File: src/rtl/ifu_pkg.sv
// Shared types and constants for the instruction fetch unit and its control decoder.
// Optional build macro: IFU_MISALIGN_CHECK_EN adds the ERR state.
package ifu_pkg;

    typedef enum logic [2:0] {
        IDLE = 3'd0,
        REQ  = 3'd1,
        WAIT = 3'd2,
        EXEC = 3'd3,
        HALT = 3'd4
`ifdef IFU_MISALIGN_CHECK_EN
        ,
        ERR  = 3'd5
`endif
    } ifu_state_t;

    localparam logic [31:0] DEFAULT_RESET_PC    = 32'h8000_0000;
    localparam logic [31:0] DEFAULT_EBREAK_INST = 32'h0010_0073;
    localparam logic [31:0] NOP_INST            = 32'h0000_0013;

    // Encoding of the decoder's PC-source select.
    localparam logic PC_FROM_SNPC = 1'b0;
    localparam logic PC_FROM_ALU  = 1'b1;

    // Jump targets always have bit 0 cleared (jalr semantics).
    function automatic logic [31:0] align_target(input logic [31:0] target);
        return {target[31:1], 1'b0};
    endfunction

endpackage

File: src/rtl/ifu_next_pc.sv
// Combinational next-PC selection: sequential PC, jump target and misalignment flag.
// Optional build macro: IFU_MISALIGN_CHECK_EN exposes the misalign output.
module ifu_next_pc
    import ifu_pkg::*;
(
    input  logic [31:0] pc,
    input  logic        pc_src,
    input  logic [31:0] alu_target,
    output logic [31:0] snpc,
    output logic [31:0] next_pc
`ifdef IFU_MISALIGN_CHECK_EN
    ,
    output logic        misalign
`endif
);

    // Wraps modulo 2^32 by construction.
    assign snpc    = pc + 32'd4;
    assign next_pc = (pc_src == PC_FROM_ALU) ? align_target(alu_target) : snpc;

`ifdef IFU_MISALIGN_CHECK_EN
    assign misalign = (pc_src == PC_FROM_ALU) && alu_target[1];
`endif

endmodule

File: src/rtl/inst_fetch_unit.sv
// Instruction fetch unit: owns the PC, fetches one word at a time and holds it until acknowledged.
// Optional build macro: IFU_MISALIGN_CHECK_EN traps misaligned jump targets into a sticky ERR state.
module inst_fetch_unit
    import ifu_pkg::*;
#(
    parameter logic [31:0] RESET_PC    = DEFAULT_RESET_PC,
    parameter logic [31:0] EBREAK_INST = DEFAULT_EBREAK_INST
) (
    input  logic        clk,
    input  logic        rst,
    output logic        mem_req_valid,
    output logic [31:0] mem_req_addr,
    input  logic        mem_req_ready,
    input  logic        mem_resp_valid,
    input  logic [31:0] mem_resp_data,
    output logic        mem_resp_ready,
    output logic [31:0] inst,
    output logic        inst_valid,
    input  logic        inst_ack,
    input  logic        pc_src,
    input  logic [31:0] alu_target,
    output logic [31:0] pc,
    output logic [31:0] snpc,
    output logic        halt,
`ifdef IFU_MISALIGN_CHECK_EN
    output logic        fetch_err,
`endif
    output ifu_state_t  state_dbg
);

    // Handshakes: a transfer happens on a rising edge where valid and ready are both
    // high. A requester holds valid and its payload stable until that edge; ready
    // here is decoded from state only, so no input ever reaches an output in the
    // same cycle. The memory answers no earlier than the cycle after acceptance.

    ifu_state_t  state_q, state_d;
    logic [31:0] pc_q, pc_d;
    logic [31:0] inst_q, inst_d;
    logic [31:0] snpc_w;
    logic [31:0] next_pc_w;
`ifdef IFU_MISALIGN_CHECK_EN
    logic        misalign_w;
`endif

    ifu_next_pc u_next_pc (
        .pc         (pc_q),
        .pc_src     (pc_src),
        .alu_target (alu_target),
        .snpc       (snpc_w),
        .next_pc    (next_pc_w)
`ifdef IFU_MISALIGN_CHECK_EN
        ,
        .misalign   (misalign_w)
`endif
    );

    always_ff @(posedge clk) begin
        if (rst) begin
            state_q <= IDLE;
            pc_q    <= RESET_PC;
            inst_q  <= NOP_INST;
        end else begin
            state_q <= state_d;
            pc_q    <= pc_d;
            inst_q  <= inst_d;
        end
    end

    always_comb begin
        state_d = state_q;
        pc_d    = pc_q;
        inst_d  = inst_q;
        case (state_q)
            IDLE: state_d = REQ;
            REQ: begin
                if (mem_req_ready) begin
                    state_d = WAIT;
                end
            end
            WAIT: begin
                if (mem_resp_valid) begin
                    inst_d  = mem_resp_data;
                    state_d = EXEC;
                end
            end
            EXEC: begin
                if (inst_ack) begin
                    // ebreak wins over any jump decoding that came with it
                    if (inst_q == EBREAK_INST) begin
                        state_d = HALT;
`ifdef IFU_MISALIGN_CHECK_EN
                    end else if (misalign_w) begin
                        pc_d    = next_pc_w;
                        state_d = ERR;
`endif
                    end else begin
                        pc_d    = next_pc_w;
                        state_d = REQ;
                    end
                end
            end
            HALT: state_d = HALT;
`ifdef IFU_MISALIGN_CHECK_EN
            ERR: state_d = ERR;
`endif
            default: state_d = IDLE;
        endcase
    end

    assign mem_req_valid  = (state_q == REQ);
    assign mem_req_addr   = pc_q;
    assign mem_resp_ready = (state_q == WAIT);
    assign inst           = inst_q;
    assign inst_valid     = (state_q == EXEC);
    assign pc             = pc_q;
    assign snpc           = snpc_w;
    assign halt           = (state_q == HALT);
`ifdef IFU_MISALIGN_CHECK_EN
    assign fetch_err      = (state_q == ERR);
`endif
    assign state_dbg      = state_q;

endmodule

File: config.mk
export PLATFORM = sky130hd
export DESIGN_NAME = inst_fetch_unit
export DESIGN_NICKNAME = d
export VERILOG_FILES = /design/src/rtl/ifu_pkg.sv /design/src/rtl/ifu_next_pc.sv /design/src/rtl/inst_fetch_unit.sv
export SDC_FILE = /design/constraint.sdc
export NUM_CORES = 1
export LEC_CHECK = 0
export BUFFER_PORTS_ARGS = -buffer_cell sky130_fd_sc_hd__buf_4
export CAP_MARGIN = 10
export CORE_MARGIN = 1
export CORE_UTILIZATION = 47
export CTS_BUF_LIST = sky130_fd_sc_hd__clkbuf_4
export DETAILED_ROUTE_END_ITERATION = 10
export HOLD_SLACK_MARGIN = 0.08
export PLACE_DENSITY = 0.9
export SKIP_CTS_REPAIR_TIMING = 1
export SLEW_MARGIN = 5
export SYNTH_ARGS = -nofsm -noshare
export SYNTH_HDL_FRONTEND = slang
export SYNTH_SLANG_ARGS = --single-unit
File: constraint.sdc
create_clock -name clk -period 3.4 [get_ports clk]
set_input_delay 0.68 -clock clk [delete_from_list [all_inputs] [get_ports clk]]
set_output_delay 0.68 -clock clk [all_outputs]
set_load 0.01 [all_outputs]
==> run summary, run 1 <==
switching share of power: 0.264
Remaining DRCs: 0
die height: 92.0 µm
sequential power share: 0.522
post-place setup slack: 0.569 ns
gr usage total: 0.271
largest net degree at the start of global routing: 78
Yosys top cell area share: 0.347
die width: 92.0 µm
register area: 1320 µm²
slack of the critical path: 0.165 ns
post-layout min period: 3.24 ns
clock latency on the worst-skew pair: 0.40 ns
worst clock skew: 0.0259 ns
most used routing layer in global routing: met2
Hold Path Stages: 3
layout cell share with drive strength beyond 1: 0.355
first-pass GRT wire length: 18.5 mm
Ports: 205
RSZ-0062 raised after global routing: false
Layout Nets: 731
CP endpoint kind: output port
Layout area overhead: 38.0%
overflow left after global routing: 0
worst path cell trace: nand4_4, or4_4, or4_1, nand2_1, buf_4
wire per inst: 15.4 µm
startpoint types: flip-flop
GRT met2 Usage: 0.474
met1 usage: 0.317
Max-slew headroom: 0.272
final WL: 11.8 mm
Crit path max-delay family: simple AND/OR/NAND/NOR gates
diodes inserted: 0
maximum clock rate: 0.309 GHz
Die Area: 8460 µm²
Final Setup Violations: 0
YS warnings: 0
HPWL Detailed: 8.47 mm
Max Cap Violations: 0
via count: 4338
H-tree Lvls: 3
Hold EP: inst[4]
fill cell count: 652
Reg clk slew, reported paths: 0.12 ns
Critical Path Slowest Stage Cell: or4_4
net switching power: 0.000407 W
area used by multi-input combinational logic: 2090 µm²
maximum vdd drop: 164 µV
drt pass-1 iters: 4
cts bufs inserted: 9
Sink Count: 66
CP Data Required Time: 2.72 ns
worst reg2reg path startpoint: mem_req_addr[5]
Synth Cell Area: 3800 µm²
hold wc startpoint: mem_resp_data[4]
design internal power: 0.00114 W
clock power share: 0.340
sequential share of the synthesized area: 0.347
crit path max fanout: 10
Cell Pwr Density: 294 nW/µm²
initial drt markers: 152
worst hold path class: in -> reg
CTS tree: yes
Post-synth top flop: dfxtp_1
max incr delay on CP: 0.65 ns
status: finished, final reports clean
Crit path buffers/inverters: 1
count leader, synth: nand2_1
Synth area leaders: dfxtp_1 35%, nand2_1 11%, buf_4 6.9%
Via-to-Cell Ratio: 5.66
P_leak: 2.31 nW
number of global-route vias before repair: 3808
Combinational Power Share: 0.138
register-to-register setup slack: 0.89 ns
arrival time worst endpoint: 2.56 ns
antenna viol nets, final: 0
Slew Limit Fails: 0
Final Hold Vio Count: 0
Core Rows: 32
Synth Area per Inst: 7.46 µm²
initial core utilization: 0.490
FFs w/ async S/R, synth: 0
Mapped Cells: 510
R2R Path End: mem_req_addr[23]
Setup CP Type: reg -> out
setup TNS: 0 ns
GP Congestion: 0.818
Post-synth top cells: 109 x nand2_1, 66 x dfxtp_1, 50 x a21oi_1, 35 x buf_4, 29 x clkbuf_1
Slew @ Worst Pin: 1.09 ns
met3 Track Usage GR: 0.0564
leading area contributor after synthesis: dfxtp_1
number of flops mapped to enable cells by yosys: 0
part of the cycle the worst path needs: 0.952
Netlist cell types: 59
Final Cell Area: 5250 µm²
clock tree buffer depth: 2
port buffer count: 200
initial antenna violation count: 0
CORE AREA: 7770 µm²
root buf cell: clkbuf_4
placed cell areas: 5100 µm²
Worst Reg-to-Reg Cells: 5
Synth Register Bits: 66
[sequential cells by signal, indices dropped and copies added, names as in the netlist]
name,count
state_dbg,3
mem_req_addr,31
inst,32
[metrics by stage]
step / util / hold slack [ns] / power [W] / cells
2_1_floorplan: - / 0.488 / 0.000922 / 512
3_3_place_gp: 0.657 / 0.458 / 0.00103 / 751
3_5_place_dp: 0.657 / 0.468 / 0.00104 / 751
4_1_cts: 0.674 / 0.463 / 0.00155 / 767
5_1_grt: 0.676 / 0.481 / 0.00160 / 767
6_report: 0.676 / 0.485 / 0.00154 / 767
[layout by cell type (no fill, tap or decap), types with 6 or more instances in the layout]
cell type,count
nor4_1,10
nand3_1,10
xor2_1,12
nand3b_1,6
xnor2_1,9
o41ai_1,7
nand4_1,10
nor3_1,17
nor2_1,27
clkbuf_4,11
buf_4,207
a21oi_1,50
nand2_1,109
o31ai_1,6
dfxtp_1,65
nor2b_1,7
o21ai_0,17
[final cells by class]
class	count	share of cell area
timing repair buffer	207	0.296
tap	102	0.0243
inverter	5	0.00357
clock inverter	5	0.0105
sequential	66	0.252
multi-input combinational	371	0.398
clock buffer	11	0.0157
[logic make-up (layout without fill, tap and decap cells)]
| group | after synthesis | after routing | share of synthesized area |
|---|---|---|---|
| xor gates and xnor gates | 21 | 21 | 0.0484 |
| DFF | 66 | 66 | 0.347 |
| buffers and inverters | 75 | 228 | 0.111 |
| and+or+nand+nor | 230 | 230 | 0.296 |
| other | 1 | 3 | 0.000986 |
| AOI/OAI and AO/OA | 115 | 115 | 0.190 |
| adders and majority gates | 1 | 1 | 0.00329 |
| muxes | 1 | 1 | 0.00263 |
[tightest hold or removal path, delay by kind of cell]
| family | cells | cell delay (ns) |
|---|---|---|
| buffers and inverters | 1 | 0.08 |
| and+or+nand+nor | 2 | 0.11 |
[per-layer routing]
metal	share of wire	vias to the layer above
met1	0.38	2006
met2	0.50	239
li1	-	2057
met5	0	-
met3	0.085	36
met4	0.029	0
[worst max path at each step]
stage | from | end | slack, ns | depth (start not counted)
2_1_floorplan | mem_req_addr[2] | snpc[26] | 0.64 | 6
3_3_place_gp | mem_req_addr[2] | snpc[16] | 0.59 | 6
3_5_place_dp | mem_req_addr[8] | snpc[26] | 0.57 | 5
4_1_cts | mem_req_addr[3] | snpc[26] | 0.09 | 6
5_1_grt | mem_req_addr[5] | snpc[31] | 0.03 | 5
6_report | mem_req_addr[5] | snpc[31] | 0.16 | 5
[power groups by stage]
stage | logic, W | registers (W) | clock network [W]
after global placement | 0.000207 | 0.000821 | 0
after CTS | 0.000213 | 0.000805 | 0.000531
after detailed placement | 0.000213 | 0.000822 | 0
final | 0.000214 | 0.000805 | 0.000525
after global routing | 0.000231 | 0.000808 | 0.000566
after floorplan | 0.0000966 | 0.000826 | 0
No activity file was read; power rests on OpenSTA's default activity.
==> inputs of run 2 (changes only) <==
- CORE_UTILIZATION: 47 -> 30
- CTS_CLUSTER_DIAMETER: unset -> 120
- PLACE_DENSITY: 0.9 -> 0.64
==> run summary, run 2 (synthesized netlist as in run 1, its figures left out) <==
Combinational Power Share: 0.139 (was 0.138)
GP Congestion: 0.805 (was 0.818)
Crit path buffers/inverters: 1 (unchanged)
part of the cycle the worst path needs: 0.946 (was 0.952)
worst clock skew: 0.0194 ns (was 0.0259 ns)
design internal power: 0.00112 W (was 0.00114 W)
maximum clock rate: 0.311 GHz (was 0.309 GHz)
Crit path max-delay family: simple AND/OR/NAND/NOR gates (unchanged)
Setup CP Type: reg -> out (unchanged)
wire per inst: 14.8 µm (was 15.4 µm)
H-tree Lvls: 3 (unchanged)
maximum vdd drop: 142 µV (was 164 µV)
Final Hold Vio Count: 0 (unchanged)
Total Power: 0.00155 W (was 0.00154 W)
switching share of power: 0.275 (was 0.264)
CTS tree: yes (unchanged)
layout cell share with drive strength beyond 1: 0.361 (was 0.355)
placed cell count: 820 (was 751)
die height: 115 µm (was 92.0 µm)
most frequent cells in the layout: 210 x buf_4, 109 x nand2_1, 63 x dfxtp_1 (was 207 x buf_4, 109 x nand2_1, 65 x dfxtp_1)
CP endpoint kind: output port (unchanged)
worst hold path class: in -> reg (unchanged)
Reg clk slew, reported paths: 0.12 ns (about the same)
RSZ-0062 raised after global routing: false (unchanged)
Cell Pwr Density: 289 nW/µm² (was 294 nW/µm²)
area used by multi-input combinational logic: 2080 µm² (was 2090 µm²)
cts bufs inserted: 9 (unchanged)
HPWL Detailed: 8.97 mm (was 8.47 mm)
Ports: 205 (unchanged)
fill cell count: 1269 (was 652)
port buffer count: 200 (unchanged)
startpoint types: flip-flop (unchanged)
Slew @ Worst Pin: 1.08 ns (was 1.09 ns)
Critical Path Slowest Stage Cell: or4_4 (unchanged)
most frequent CP cell: or4_4
first-pass GRT wire length: 19.2 mm (was 18.5 mm)
commonest non-fill, non-tap cell in the layout: buf_4 (unchanged)
number of global-route vias before repair: 3665 (was 3808)
die width: 115 µm (was 92.0 µm)
post-layout min period: 3.22 ns (was 3.24 ns)
P_leak: 2.33 nW (was 2.31 nW)
clock power share: 0.341 (was 0.340)
Remaining DRCs: 0 (unchanged)
post-place setup slack: 0.496 ns (was 0.569 ns)
worst hold slack: 0.477 ns (was 0.485 ns)
worst path cell trace: nand3_2, or4_4, or4_4, nand2_1, buf_4 (was nand4_4, or4_4, or4_1, nand2_1, buf_4)
sequential power share: 0.521 (was 0.522)
Final Setup Violations: 0 (unchanged)
diodes inserted: 0 (unchanged)
initial drt markers: 269 (was 152)
slack of the critical path: 0.184 ns (was 0.165 ns)
initial antenna violation count: 0 (unchanged)
net switching power: 0.000425 W (was 0.000407 W)
max reg flops: 32 (unchanged)
Hold Path Stages: 3 (unchanged)
Max-slew headroom: 0.277 (was 0.272)
clock tree buffer depth: 2 (unchanged)
clock latency on the worst-skew pair: 0.41 ns (was 0.40 ns)
Layout area overhead: 40.7% (was 38.0%)
Layout Cells excl Fill: 836 (was 767)
Worst Reg-to-Reg Cells: 5 (unchanged)
status: finished, final reports clean (unchanged)
max incr delay on CP: 0.65 ns (about the same)
root buf cell: clkbuf_4 (unchanged)
antenna viol nets, final: 0 (unchanged)
final WL: 12.4 mm (was 11.8 mm)
Levels on crit path: 5 (unchanged)
Die Area: 13100 µm² (was 8460 µm²)
CP Data Required Time: 2.72 ns (about the same)
gr usage total: 0.186 (was 0.271)
drt pass-1 iters: 4 (unchanged)
Via-to-Cell Ratio: 4.92 (was 5.66)
register-to-register setup slack: 0.97 ns (was 0.89 ns)
final core utilization: 0.440 (was 0.676)
Sink Count: 66 (unchanged)
initial core utilization: 0.313 (was 0.490)
Layout Nets: 734 (was 731)
via count: 4111 (was 4338)
Core Rows: 40 (was 32)
Slew Limit Fails: 0 (unchanged)
overflow left after global routing: 0 (unchanged)
arrival time worst endpoint: 2.54 ns (was 2.56 ns)
largest net degree at the start of global routing: 60 (was 78)
crit path max fanout: 10 (unchanged)
Max Cap Violations: 0 (unchanged)
register area: 1330 µm² (was 1320 µm²)
CORE AREA: 12200 µm² (was 7770 µm²)
run 2: changes by cell type in the layout (fill, tap and decap cells not counted):
cell      before  now
buf_4        207  210
nor4_2         1    0
dfxtp_2        1    3
nor4_1        10   11
dfxtp_1       65   63
clkbuf_4      11    9
clkinv_4       1    2
clkinv_1       1    0
clkinv_2       1    3
run 2: final timing paths:
path | end | from
setup / recovery | snpc[23] | mem_req_addr[7]
hold / removal | inst[0] | mem_resp_data[0]
setup reg to reg | mem_req_addr[23] | mem_req_addr[7]
hold reg to reg | inst[30] | inst[30]
run 2: routing by layer:
metal | global-route usage | part of all wire | wire, µm | vias to the layer above
met5 | 0 | 0 | 0 | -
met3 | 0.0307 | 0.061 | 753 | 13
met4 | 0.0623 | 0.011 | 134 | 0
met2 | 0.310 | 0.48 | 5890 | 155
met1 | 0.242 | 0.45 | 5570 | 1878
li1 | - | - | - | 2065
run 2: power groups by stage:
stage | clock network (W) | logic, W | registers (W)
final | 0.000527 | 0.000214 | 0.000805
after global routing | 0.000589 | 0.000234 | 0.000809
after CTS | 0.000553 | 0.000216 | 0.000805
after detailed placement | 0 | 0.000215 | 0.000823
after global placement | 0 | 0.000213 | 0.000822
after floorplan | 0 | 0.0000966 | 0.000826
run 2: worst min-delay path, cell delays in order:
cell and delay [ns]:
buf_4 0.08, nand2_1 0.04, nand3b_1 0.06
run 2: per-stage QoR:
step,TNS [ns],cell area (µm²)
5_1_grt,0,5350
3_3_place_gp,0,5210
6_report,0,5350
2_1_floorplan,0,3810
3_5_place_dp,0,5210
4_1_cts,-0.0131,5340
run 2: final cells by class:
| type | count | area share |
|---|---|---|
| clock buffer | 9 | 0.0126 |
| clock inverter | 7 | 0.0131 |
| inverter | 5 | 0.00351 |
| multi-input combinational | 371 | 0.389 |
| sequential | 66 | 0.248 |
| tap | 168 | 0.0393 |
| timing repair buffer | 210 | 0.295 |
